### config.mk
export PLATFORM = sky130hd
export DESIGN_NAME = mpsoc_wb_ext_arbiter_flat
export DESIGN_NICKNAME = d
export VERILOG_FILES = /design/src/rtl/mpsoc_wb_ext_arbiter_if.sv /design/src/rtl/mpsoc_wb_ext_arbiter.sv /design/src/flat_wrapper.sv
export SDC_FILE = /design/constraint.sdc
export NUM_CORES = 1
export LEC_CHECK = 0
export CAP_MARGIN = 10
export CORE_AREA = 2 2 186 188
export CTS_CLUSTER_SIZE = 14
export DETAILED_ROUTE_END_ITERATION = 8
export DIE_AREA = 0 0 188 190
export GPL_TIMING_DRIVEN = 0
export PLACE_DENSITY = 0.51
export SYNTH_ARGS = -nofsm -noshare
export SYNTH_HDL_FRONTEND = slang
export SYNTH_SLANG_ARGS = --single-unit
### constraint.sdc
create_clock -name clk -period 2.5 [get_ports clk]
set_input_delay 0.25 -clock clk [delete_from_list [all_inputs] [get_ports clk]]
set_output_delay 0.25 -clock clk [all_outputs]
set_load 0.005 [all_outputs]
### src/rtl/mpsoc_wb_ext_arbiter_if.sv
// Wishbone bundle between NUM_MASTERS requesters, the arbiter and one external slave.
// The arbiter uses the slave modport; the master modport is the requester/slave-model side.
interface mpsoc_wb_ext_arbiter_if #(
    parameter int NUM_MASTERS = 4
);
    logic [NUM_MASTERS-1:0][31:0] m_adr_i;
    logic [NUM_MASTERS-1:0][31:0] m_dat_i;
    logic [NUM_MASTERS-1:0][3:0]  m_sel_i;
    logic [NUM_MASTERS-1:0][2:0]  m_cti_i;
    logic [NUM_MASTERS-1:0][1:0]  m_bte_i;
    logic [NUM_MASTERS-1:0]       m_cyc_i;
    logic [NUM_MASTERS-1:0]       m_stb_i;
    logic [NUM_MASTERS-1:0]       m_we_i;
    logic [NUM_MASTERS-1:0]       m_cab_i;
    logic [31:0]                  m_dat_o;
    logic [NUM_MASTERS-1:0]       m_ack_o;
    logic [NUM_MASTERS-1:0]       m_err_o;
    logic [NUM_MASTERS-1:0]       m_rty_o;

    logic [31:0] wb_ext_adr_i;
    logic [31:0] wb_ext_dat_i;
    logic [3:0]  wb_ext_sel_i;
    logic [2:0]  wb_ext_cti_i;
    logic [1:0]  wb_ext_bte_i;
    logic        wb_ext_cyc_i;
    logic        wb_ext_stb_i;
    logic        wb_ext_we_i;
    logic        wb_ext_cab_i;
    logic [31:0] wb_ext_dat_o;
    logic        wb_ext_ack_o;
    logic        wb_ext_err_o;
    logic        wb_ext_rty_o;

    modport slave (
        input  m_adr_i, m_dat_i, m_sel_i, m_cti_i, m_bte_i,
        input  m_cyc_i, m_stb_i, m_we_i, m_cab_i,
        output m_dat_o, m_ack_o, m_err_o, m_rty_o,
        output wb_ext_adr_i, wb_ext_dat_i, wb_ext_sel_i, wb_ext_cti_i, wb_ext_bte_i,
        output wb_ext_cyc_i, wb_ext_stb_i, wb_ext_we_i, wb_ext_cab_i,
        input  wb_ext_dat_o, wb_ext_ack_o, wb_ext_err_o, wb_ext_rty_o
    );

    modport master (
        output m_adr_i, m_dat_i, m_sel_i, m_cti_i, m_bte_i,
        output m_cyc_i, m_stb_i, m_we_i, m_cab_i,
        input  m_dat_o, m_ack_o, m_err_o, m_rty_o,
        input  wb_ext_adr_i, wb_ext_dat_i, wb_ext_sel_i, wb_ext_cti_i, wb_ext_bte_i,
        input  wb_ext_cyc_i, wb_ext_stb_i, wb_ext_we_i, wb_ext_cab_i,
        output wb_ext_dat_o, wb_ext_ack_o, wb_ext_err_o, wb_ext_rty_o
    );
endinterface

### src/rtl/mpsoc_wb_ext_arbiter.sv
// Round-robin arbiter of NUM_MASTERS Wishbone masters onto one external bus; grant after 1 cycle,
// owner keeps the bus until it drops cyc, a stalled strobe is aborted with err after TIMEOUT cycles.
module mpsoc_wb_ext_arbiter #(
    parameter int NUM_MASTERS = 4,
    parameter int TIMEOUT     = 255
) (
    input  logic                    clk,
    input  logic                    rst,
    mpsoc_wb_ext_arbiter_if.slave   bus,
    output logic [NUM_MASTERS-1:0]  grant_o,
    output logic                    timeout_o
);
    localparam int IW = (NUM_MASTERS > 1) ? $clog2(NUM_MASTERS) : 1;

    typedef enum logic [1:0] {IDLE, OWN, ABORT} state_t;

    state_t                 state_q, state_d;
    logic [NUM_MASTERS-1:0] grant_q, grant_d;
    logic [IW-1:0]          gidx_q, gidx_d;
    logic [IW-1:0]          ptr_q, ptr_d;
    logic [15:0]            cnt_q, cnt_d;
    logic                   timeout_q, timeout_d;

    logic [IW-1:0]          sel;
    logic                   found;
    logic [IW-1:0]          gidx_inc;
    logic                   resp;
    logic                   own;
    logic                   abort;

    // First requester at or after the pointer, wrapping at NUM_MASTERS.
    always_comb begin
        sel   = ptr_q;
        found = 1'b0;
        for (int i = 0; i < NUM_MASTERS; i++) begin
            if (!found && bus.m_cyc_i[IW'((int'(ptr_q) + i) % NUM_MASTERS)]) begin
                sel   = IW'((int'(ptr_q) + i) % NUM_MASTERS);
                found = 1'b1;
            end
        end
    end

    assign gidx_inc = (gidx_q == IW'(NUM_MASTERS - 1)) ? '0 : gidx_q + IW'(1);
    assign resp     = bus.wb_ext_ack_o | bus.wb_ext_err_o | bus.wb_ext_rty_o;

    always_comb begin
        state_d   = state_q;
        grant_d   = grant_q;
        gidx_d    = gidx_q;
        ptr_d     = ptr_q;
        cnt_d     = cnt_q;
        timeout_d = 1'b0;
        case (state_q)
            IDLE: begin
                if (found) begin
                    state_d      = OWN;
                    gidx_d       = sel;
                    grant_d      = '0;
                    grant_d[sel] = 1'b1;
                    cnt_d        = '0;
                end
            end
            OWN: begin
                if (!bus.m_cyc_i[gidx_q]) begin
                    state_d = IDLE;
                    grant_d = '0;
                    ptr_d   = gidx_inc;
                    cnt_d   = '0;
                end else if (resp || !bus.m_stb_i[gidx_q]) begin
                    cnt_d = '0;
                end else begin
                    cnt_d = cnt_q + 16'd1;
                    // A response in this same cycle would have taken the branch above.
                    if (cnt_q + 16'd1 == 16'(TIMEOUT)) begin
                        state_d   = ABORT;
                        timeout_d = 1'b1;
                    end
                end
            end
            ABORT: begin
                cnt_d = '0;
                if (!bus.m_cyc_i[gidx_q]) begin
                    state_d = IDLE;
                    grant_d = '0;
                    ptr_d   = gidx_inc;
                end else begin
                    state_d = OWN;
                end
            end
            default: begin
                state_d = IDLE;
                grant_d = '0;
            end
        endcase
    end

    always_ff @(posedge clk or posedge rst) begin
        if (rst) begin
            state_q   <= IDLE;
            grant_q   <= '0;
            gidx_q    <= '0;
            ptr_q     <= '0;
            cnt_q     <= '0;
            timeout_q <= 1'b0;
        end else begin
            state_q   <= state_d;
            grant_q   <= grant_d;
            gidx_q    <= gidx_d;
            ptr_q     <= ptr_d;
            cnt_q     <= cnt_d;
            timeout_q <= timeout_d;
        end
    end

    assign own   = (state_q == OWN);
    assign abort = (state_q == ABORT);

    assign bus.wb_ext_adr_i = bus.m_adr_i[gidx_q];
    assign bus.wb_ext_dat_i = bus.m_dat_i[gidx_q];
    assign bus.wb_ext_sel_i = bus.m_sel_i[gidx_q];
    assign bus.wb_ext_cti_i = bus.m_cti_i[gidx_q];
    assign bus.wb_ext_bte_i = bus.m_bte_i[gidx_q];
    assign bus.wb_ext_we_i  = bus.m_we_i[gidx_q];
    assign bus.wb_ext_cab_i = bus.m_cab_i[gidx_q];
    assign bus.wb_ext_cyc_i = own & bus.m_cyc_i[gidx_q];
    assign bus.wb_ext_stb_i = own & bus.m_stb_i[gidx_q];

    assign bus.m_dat_o = bus.wb_ext_dat_o;
    assign bus.m_ack_o = (own && bus.wb_ext_ack_o) ? grant_q : '0;
    assign bus.m_err_o = ((own && bus.wb_ext_err_o) || abort) ? grant_q : '0;
    assign bus.m_rty_o = (own && bus.wb_ext_rty_o) ? grant_q : '0;

    assign grant_o   = grant_q;
    assign timeout_o = timeout_q;
endmodule

### src/flat_wrapper.sv
// flat-port wrapper written by rule: the top's interface ports become plain ports
module mpsoc_wb_ext_arbiter_flat 
#(
    parameter int NUM_MASTERS = 4,
    parameter int TIMEOUT     = 255
)
  (clk, rst, grant_o, timeout_o, bus_m_adr_i, bus_m_dat_i, bus_m_sel_i, bus_m_cti_i, bus_m_bte_i, bus_m_cyc_i, bus_m_stb_i, bus_m_we_i, bus_m_cab_i, bus_m_dat_o, bus_m_ack_o, bus_m_err_o, bus_m_rty_o, bus_wb_ext_adr_i, bus_wb_ext_dat_i, bus_wb_ext_sel_i, bus_wb_ext_cti_i, bus_wb_ext_bte_i, bus_wb_ext_cyc_i, bus_wb_ext_stb_i, bus_wb_ext_we_i, bus_wb_ext_cab_i, bus_wb_ext_dat_o, bus_wb_ext_ack_o, bus_wb_ext_err_o, bus_wb_ext_rty_o);
  mpsoc_wb_ext_arbiter_if #(.NUM_MASTERS(NUM_MASTERS)) bus_i ();
  input  logic clk;
  input  logic rst;
  output logic [NUM_MASTERS-1:0] grant_o;
  output logic timeout_o;
  input wire logic [$bits(bus_i.m_adr_i)-1:0] bus_m_adr_i;
  input wire logic [$bits(bus_i.m_dat_i)-1:0] bus_m_dat_i;
  input wire logic [$bits(bus_i.m_sel_i)-1:0] bus_m_sel_i;
  input wire logic [$bits(bus_i.m_cti_i)-1:0] bus_m_cti_i;
  input wire logic [$bits(bus_i.m_bte_i)-1:0] bus_m_bte_i;
  input wire logic [$bits(bus_i.m_cyc_i)-1:0] bus_m_cyc_i;
  input wire logic [$bits(bus_i.m_stb_i)-1:0] bus_m_stb_i;
  input wire logic [$bits(bus_i.m_we_i)-1:0] bus_m_we_i;
  input wire logic [$bits(bus_i.m_cab_i)-1:0] bus_m_cab_i;
  output wire logic [$bits(bus_i.m_dat_o)-1:0] bus_m_dat_o;
  output wire logic [$bits(bus_i.m_ack_o)-1:0] bus_m_ack_o;
  output wire logic [$bits(bus_i.m_err_o)-1:0] bus_m_err_o;
  output wire logic [$bits(bus_i.m_rty_o)-1:0] bus_m_rty_o;
  output wire logic [$bits(bus_i.wb_ext_adr_i)-1:0] bus_wb_ext_adr_i;
  output wire logic [$bits(bus_i.wb_ext_dat_i)-1:0] bus_wb_ext_dat_i;
  output wire logic [$bits(bus_i.wb_ext_sel_i)-1:0] bus_wb_ext_sel_i;
  output wire logic [$bits(bus_i.wb_ext_cti_i)-1:0] bus_wb_ext_cti_i;
  output wire logic [$bits(bus_i.wb_ext_bte_i)-1:0] bus_wb_ext_bte_i;
  output wire logic [$bits(bus_i.wb_ext_cyc_i)-1:0] bus_wb_ext_cyc_i;
  output wire logic [$bits(bus_i.wb_ext_stb_i)-1:0] bus_wb_ext_stb_i;
  output wire logic [$bits(bus_i.wb_ext_we_i)-1:0] bus_wb_ext_we_i;
  output wire logic [$bits(bus_i.wb_ext_cab_i)-1:0] bus_wb_ext_cab_i;
  input wire logic [$bits(bus_i.wb_ext_dat_o)-1:0] bus_wb_ext_dat_o;
  input wire logic [$bits(bus_i.wb_ext_ack_o)-1:0] bus_wb_ext_ack_o;
  input wire logic [$bits(bus_i.wb_ext_err_o)-1:0] bus_wb_ext_err_o;
  input wire logic [$bits(bus_i.wb_ext_rty_o)-1:0] bus_wb_ext_rty_o;
  assign bus_i.m_adr_i = bus_m_adr_i;
  assign bus_i.m_dat_i = bus_m_dat_i;
  assign bus_i.m_sel_i = bus_m_sel_i;
  assign bus_i.m_cti_i = bus_m_cti_i;
  assign bus_i.m_bte_i = bus_m_bte_i;
  assign bus_i.m_cyc_i = bus_m_cyc_i;
  assign bus_i.m_stb_i = bus_m_stb_i;
  assign bus_i.m_we_i = bus_m_we_i;
  assign bus_i.m_cab_i = bus_m_cab_i;
  assign bus_m_dat_o = bus_i.m_dat_o;
  assign bus_m_ack_o = bus_i.m_ack_o;
  assign bus_m_err_o = bus_i.m_err_o;
  assign bus_m_rty_o = bus_i.m_rty_o;
  assign bus_wb_ext_adr_i = bus_i.wb_ext_adr_i;
  assign bus_wb_ext_dat_i = bus_i.wb_ext_dat_i;
  assign bus_wb_ext_sel_i = bus_i.wb_ext_sel_i;
  assign bus_wb_ext_cti_i = bus_i.wb_ext_cti_i;
  assign bus_wb_ext_bte_i = bus_i.wb_ext_bte_i;
  assign bus_wb_ext_cyc_i = bus_i.wb_ext_cyc_i;
  assign bus_wb_ext_stb_i = bus_i.wb_ext_stb_i;
  assign bus_wb_ext_we_i = bus_i.wb_ext_we_i;
  assign bus_wb_ext_cab_i = bus_i.wb_ext_cab_i;
  assign bus_i.wb_ext_dat_o = bus_wb_ext_dat_o;
  assign bus_i.wb_ext_ack_o = bus_wb_ext_ack_o;
  assign bus_i.wb_ext_err_o = bus_wb_ext_err_o;
  assign bus_i.wb_ext_rty_o = bus_wb_ext_rty_o;
  mpsoc_wb_ext_arbiter #(.NUM_MASTERS(NUM_MASTERS), .TIMEOUT(TIMEOUT)) u_core (.clk(clk), .rst(rst), .bus(bus_i), .grant_o(grant_o), .timeout_o(timeout_o));
endmodule
==> results.yml, run 1 <==
timing:
  rsz0062_at_grt: "no"
  fmax_ghz: 0.411
  finClkSkew_ns: 0.00792
  layout_min_cycle_time_ns: 2.43
  setup_viol: 0
  final_critical_path_setup_slack_ns: 0.0670
  finalHoldViolations: 0
  fin_tns_setup_ns: 0
  whs_ns: 0.246
  tightest_slew_ns: 0.599
  fin_crit_sh: 0.973
  relSlewSlack: 0.597
  finalMaxSlewViolations: 0
pwr:
  seqPwrFrac: 0.093
  clockPowerShare: 0.059
  swShare: 0.410
  switchingPower_mw: 2.66
  p_per_area_nw_per_um2: 704
  finalPower_mw: 6.49
  p_int_mw: 3.83
  ir_drop_mv: 0.434
  p_leak_nw: 3.49
  combPwrFrac: 0.848
cells_and_area:
  final_common_cell: "clkdlybuf4s50_1"
  layout_common_cells: "clkdlybuf4s50_1, mux4_2, buf_4"
  fin_cells: 1259
  design_area_um2: 9230
  layout-drive-gt1-share: 0.203
  final_util: 0.272
  nNetsFinal: 1154
  syn2layout_area_growth_pct: 135
placed_design:
  portBuffers: 438
  place_hpwl_mm: 28.7
  place_inst: 1243
  place_area_um2: 8870
  gp_congestion: 0.809
  place_ws_ns: -1.12
synth:
  synth_edf_count: 0
  yosysSeqAreaShare: 0.172
  yosysTopAreaCellShare: 0.443
  async_reset_ff_frac: 1.00
  synth.area.top_cells: "mux4_2, dfrtp_1, buf_4"
  ys_ff_latch: 27
  syn_avg_cell_area_um2: 11.2
  syn_area_um2: 3920
  netlist_instances: 350
  yosysWarnings: 0
  synth_top_area_cell: "mux4_2"
  syn-num-nets: 702
  ys_types: 46
  synth_ff_type: "dfrtp_1"
clocking:
  cts_tree: "yes"
  hold_buffers: 0
  clkLatencyLatePin_ns: 0.27
  clk_pin_slew_ns: 0.07
  clock_sinks: 27
  htreeDepth: 1
  numCtsBuffers: 3
  clock_path_buffers: 2
  ctsRootBufferMaster: "clkbuf_16"
setup_path:
  reg2reg_slack_ns: 0.19
  startpoint: "u_core.gidx_q[0]$_DFFE_PP0P_"
  critPathCapture: "bus_wb_ext_dat_i[14]"
  worst_ep_required_time_ns: 2.25
  rr_worst_depth: 7
  r2r_end: "u_core.state_q[0]$_DFFE_PP0P_"
  crit_type: "flip-flop to output pin"
  cp.arrival_ns: 2.18
  cp_max_fo: 10
  endpoint_kind: "output pin"
  start_kind: "flip-flop"
  r2r-start: "u_core.cnt_q[1]$_DFFE_PP0P_"
routing:
  post_drt_wl_per_cell_um: 25.1
  wl_mm: 31.6
  ant_nets: 0
  drc: 0
  viasPerCell: 4.04
  via_count: 5091
  drt_iter0_markers: 304
  first_pass_iters: 4
global_routing:
  grt_antenna_before_repair: 9
  grt-ovfl-total: 0
  grt_max_degree: 28
  grt_pass1_wl_mm: 41.2
  grt_pass1_vias: 5094
  grtUsageTotal: 0.168
floorplanning:
  die_h_um: 190
  rows: 68
  core_area_um2: 33900
  die_w_um: 188
  start_util: 0.115
  die-area_um2: 35700
  ioPinCount: 471
hold_path:
  min_path_type: "input pin to async pin"
status:
  status: "complete, no violations"
flow_run:
  cap_violations: 0
[critical path, stage by stage (launching register included)]
cell	delay [ns]
dfrtp_1	0.37
buf_6	0.16
buf_4	0.27
mux4_2	0.53
clkdlybuf4s50_1	0.58
[synthesized netlist by cell type, drive strengths merged (3+ instances only)]
cell type / n
mux4: 77
buf: 45
nand2: 33
o21ai: 30
dfrtp: 27
clkbuf: 15
and3: 11
a21oi: 10
inv: 10
nand3: 8
nor2b: 8
ha: 7
nand2b: 7
nor2: 7
o41ai: 7
nand4: 5
nor3: 5
o31ai: 5
nor4: 4
xnor2: 3
[power groups by stage]
stage	combinational (mW)	clock (mW)	sequential (mW)
4_1_cts	5.65	0.392	0.600
3_5_place_dp	5.49	0	0.588
2_1_floorplan	2.19	0	0.567
6_report	5.51	0.384	0.602
5_1_grt	5.84	0.414	0.611
3_3_place_gp	5.50	0	0.584
[worst min path at each step]
stage	slack [ns]	cells after the start	end	start
4_1_cts	0.52	2	u_core.cnt_q[15]$_DFFE_PP0P_	u_core.cnt_q[15]$_DFFE_PP0P_
5_1_grt	0.29	2	u_core.cnt_q[13]$_DFFE_PP0P_	rst
3_3_place_gp	0.49	2	u_core.cnt_q[15]$_DFFE_PP0P_	u_core.cnt_q[15]$_DFFE_PP0P_
2_1_floorplan	0.30	1	u_core.cnt_q[0]$_DFFE_PP0P_	rst
6_report	0.25	2	u_core.cnt_q[12]$_DFFE_PP0P_	rst
3_5_place_dp	0.50	2	u_core.cnt_q[15]$_DFFE_PP0P_	u_core.cnt_q[15]$_DFFE_PP0P_
[cells by family after synthesis]
family	after synthesis	synth area share
DFF	27	0.172
adders and majority gates	7	0.0223
AOI/OAI and AO/OA	63	0.101
muxes	81	0.453
buffers and inverters	70	0.101
and+or+nand+nor	98	0.141
xor gates and xnor gates	4	0.00894
[repair_timing]
| action | CTS | global route |
|---|---|---|
| setup buffers | 5 | 4 |
| pin swaps | 0 | 1 |
| endpoints found under the setup margin | 92 | 23 |
| resized for setup | 80 | 18 |
| endpoints found under the hold margin | 0 | 0 |
[state kept, by name, summed over array words and instances, names as in the netlist]
register          flops
u_core.timeout_o      1
u_core.grant_o        4
u_core.state_q        2
u_core.gidx_q         2
u_core.cnt_q         16
u_core.ptr_q          2
[per-layer routing]
| metal | track usage | routed length (um) |
|---|---|---|
| met4 | 0.0109 | 214 |
| met3 | 0.0387 | 2490 |
| met2 | 0.323 | 17300 |
| met5 | 0 | 46 |
| met1 | 0.196 | 11600 |
[final cells by class]
| cell class | count | area (um2) |
|---|---|---|
| fill | 3556 | 24700 |
| timing repair buffer | 448 | 4490 |
| multi-input combinational | 253 | 2880 |
| sequential | 27 | 678 |
| tap | 455 | 569 |
| buffer | 59 | 484 |
| clock buffer | 4 | 78.8 |
| inverter | 10 | 37.5 |
| antenna | 3 | 7.51 |
Note: power is estimated with default switching activity, not from simulation.
==> run 2, diff against run 1 <==
ABC_AREA = 1   (was default)
CORE_AREA = 2 2 182 184   (was 2 2 186 188)
DIE_AREA = 0 0 184 186   (was 0 0 188 190)
PLACE_DENSITY = 0.54   (was 0.51)
==> run 2 against run 1 <==
Area after synthesis is 9.5% higher. Final area is 3.7% higher. Fmax is 0.53% lower. Via count is 36% higher. Power is 30% higher. Sequential power is 0.7% higher.
==> results.yml, run 2 <==
clocking:
  hold_buffers: 0
  clock_sinks: 27
  numCtsBuffers: 3
  cts_tree: "yes"
  clock_path_buffers: 2
  clkLatencyLatePin_ns: 0.26
  ctsRootBufferMaster: "clkbuf_16"
  htreeDepth: 1
  clk_pin_slew_ns: 0.07
timing:
  setup_viol: 0
  relSlewSlack: 0.746
  fmax_ghz: 0.409
  fin_crit_sh: 0.978
  rsz0062_at_grt: "yes"
  tightest_slew_ns: 0.378
  finalHoldViolations: 0
  fin_tns_setup_ns: 0
  finalMaxSlewViolations: 0
  final_critical_path_setup_slack_ns: 0.0539
  finClkSkew_ns: 0.00736
  layout_min_cycle_time_ns: 2.45
routing:
  via_count: 6946
  first_pass_iters: 5
  viasPerCell: 4.28
  post_drt_wl_per_cell_um: 20.4
  wl_mm: 33.1
  ant_nets: 0
  drt_iter0_markers: 275
  drc: 0
setup_path:
  cp.arrival_ns: 2.20
  cp_max_fo: 10
  worst_ep_required_time_ns: 2.25
  cpMaxStageDelayCell: "clkdlybuf4s50_1"
  crit_type: "flip-flop to output pin"
  endpoint_kind: "output pin"
  cp_slowest_stage_delay_ns: 0.48
  rr_worst_depth: 14
  cp.depth: 6
  cpLargestDelayFamily: "buffers and inverters"
  start_kind: "flip-flop"
  path_buf_inv: 4
  crit_chain: "buf_8, clkbuf_8, clkbuf_4, nor2_1, o22ai_1, clkdlybuf4s50_1"
global_routing:
  grtUsageTotal: 0.183
  grt_max_degree: 28
  grt_pass1_wl_mm: 46.1
  grt_antenna_before_repair: 8
  grt-ovfl-total: 0
  grt_pass1_vias: 6990
floorplanning:
  die_h_um: 186
  rows: 66
  die-area_um2: 34200
  start_util: 0.133
  ioPinCount: 471
  die_w_um: 184
  core_area_um2: 32200
synth:
  synth_top_area_cell: "o21ai_0"
  synth.area.top_cells: "o21ai_0, nor2_1, dfrtp_1"
  syn_avg_cell_area_um2: 5.60
  ys_ff_latch: 27
  yosysSeqAreaShare: 0.157
  yosysTopAreaCellShare: 0.178
  syn_area_um2: 4290
  netlist_instances: 767
  synth_edf_count: 0
  ys_types: 36
  synth_ff_type: "dfrtp_1"
  synth_common_cells: "nor2_1, o21ai_0, nand2_1"
  synth_most_common_cell: "nor2_1"
  yosysWarnings: 0
  async_reset_ff_frac: 1.00
  syn-num-nets: 1119
cells_and_area:
  final_common_cell: "clkdlybuf4s50_1"
  fillers: 3596
  fin_cells: 1624
  layout_common_cells: "clkdlybuf4s50_1, nor2_1, o21ai_0"
  layout-drive-gt1-share: 0.106
  top_register: "u_core.cnt_q"
  largest_reg_flops: 16
  nNetsFinal: 1564
  syn2layout_area_growth_pct: 123
hold_path:
  min_path_type: "input pin to async pin"
placed_design:
  place_ws_ns: -1.14
  portBuffers: 438
  place_hpwl_mm: 28.5
  place_inst: 1613
  gp_congestion: 0.912
pwr:
  ir_drop_mv: 0.389
  p_per_area_nw_per_um2: 880
  p_leak_nw: 3.85
flow_run:
  cap_violations: 0
status:
  status: "complete, no violations"
## run 2: final cells by class
type | instances | area [um2] | area share
tap | 408 | 510 | 0.0534
sequential | 27 | 678 | 0.0709
antenna | 5 | 12.5 | 0.00131
timing repair buffer | 441 | 4440 | 0.464
clock buffer | 4 | 78.8 | 0.00824
inverter | 40 | 163 | 0.0170
buffer | 83 | 643 | 0.0672
multi-input combinational | 616 | 3040 | 0.318
## run 2: worst paths after layout
path / start / endpoint / slack, ns
min: rst / u_core.grant_o[2]$_DFFE_PP0P_ / 0.26
min in group clk: u_core.grant_o[3]$_DFFE_PP0P_ / u_core.grant_o[3]$_DFFE_PP0P_ / 0.52
max reg2reg: u_core.cnt_q[1]$_DFFE_PP0P_ / u_core.state_q[0]$_DFFE_PP0P_ / 0.43
max: u_core.gidx_q[0]$_DFFE_PP0P_ / bus_wb_ext_dat_i[18] / 0.05
max in group asynchronous: rst / u_core.cnt_q[0]$_DFFE_PP0P_ / 1.81
min reg2reg: u_core.grant_o[3]$_DFFE_PP0P_ / u_core.grant_o[3]$_DFFE_PP0P_ / 0.52
## run 2: per-stage QoR
stage / cell area [um2] / total power [mW] / util / hold slack (ns)
CTS: 9460 / 8.51 / 0.294 / 0.527
detailed placement: 9190 / 7.83 / 0.285 / 0.509
finish: 9570 / 8.42 / 0.297 / 0.264
floorplan: 4290 / 3.73 / - / 0.303
global route: 9560 / 9.16 / 0.297 / 0.284
global placement: 9190 / 7.83 / 0.285 / 0.506
## run 2: cell families after synthesis
group                      synth area share
DFF                                   0.157
and+or+nand+nor                       0.328
xor gates and xnor gates            0.00991
buffers and inverters                 0.142
AOI/OAI and AO/OA                     0.342
adders and majority gates            0.0204
## run 2: repair_timing
item / in CTS / in global routing
pin swaps: 0 / 0
gates resized for setup: 92 / 40
endpoints found under the setup margin: 75 / 45
buffers inserted: 1 / 1
## run 2: per-layer routing
layer,routed length (um),up-vias,global-route usage
li1,-,3469,-
met1,13300,3186,0.218
met2,17100,257,0.340
met3,2100,28,0.0376
met4,563,6,0.0352
met5,41,-,0
## run 2: power by group
part	leakage, nW	switching [mW]	total (mW)	internal, mW
Clock	0.0382	0.153	0.371	0.219
Sequential	0.362	0.101	0.606	0.505
Combinational	3.45	3.99	7.44	3.45
Total	3.85	4.24	8.42	4.18
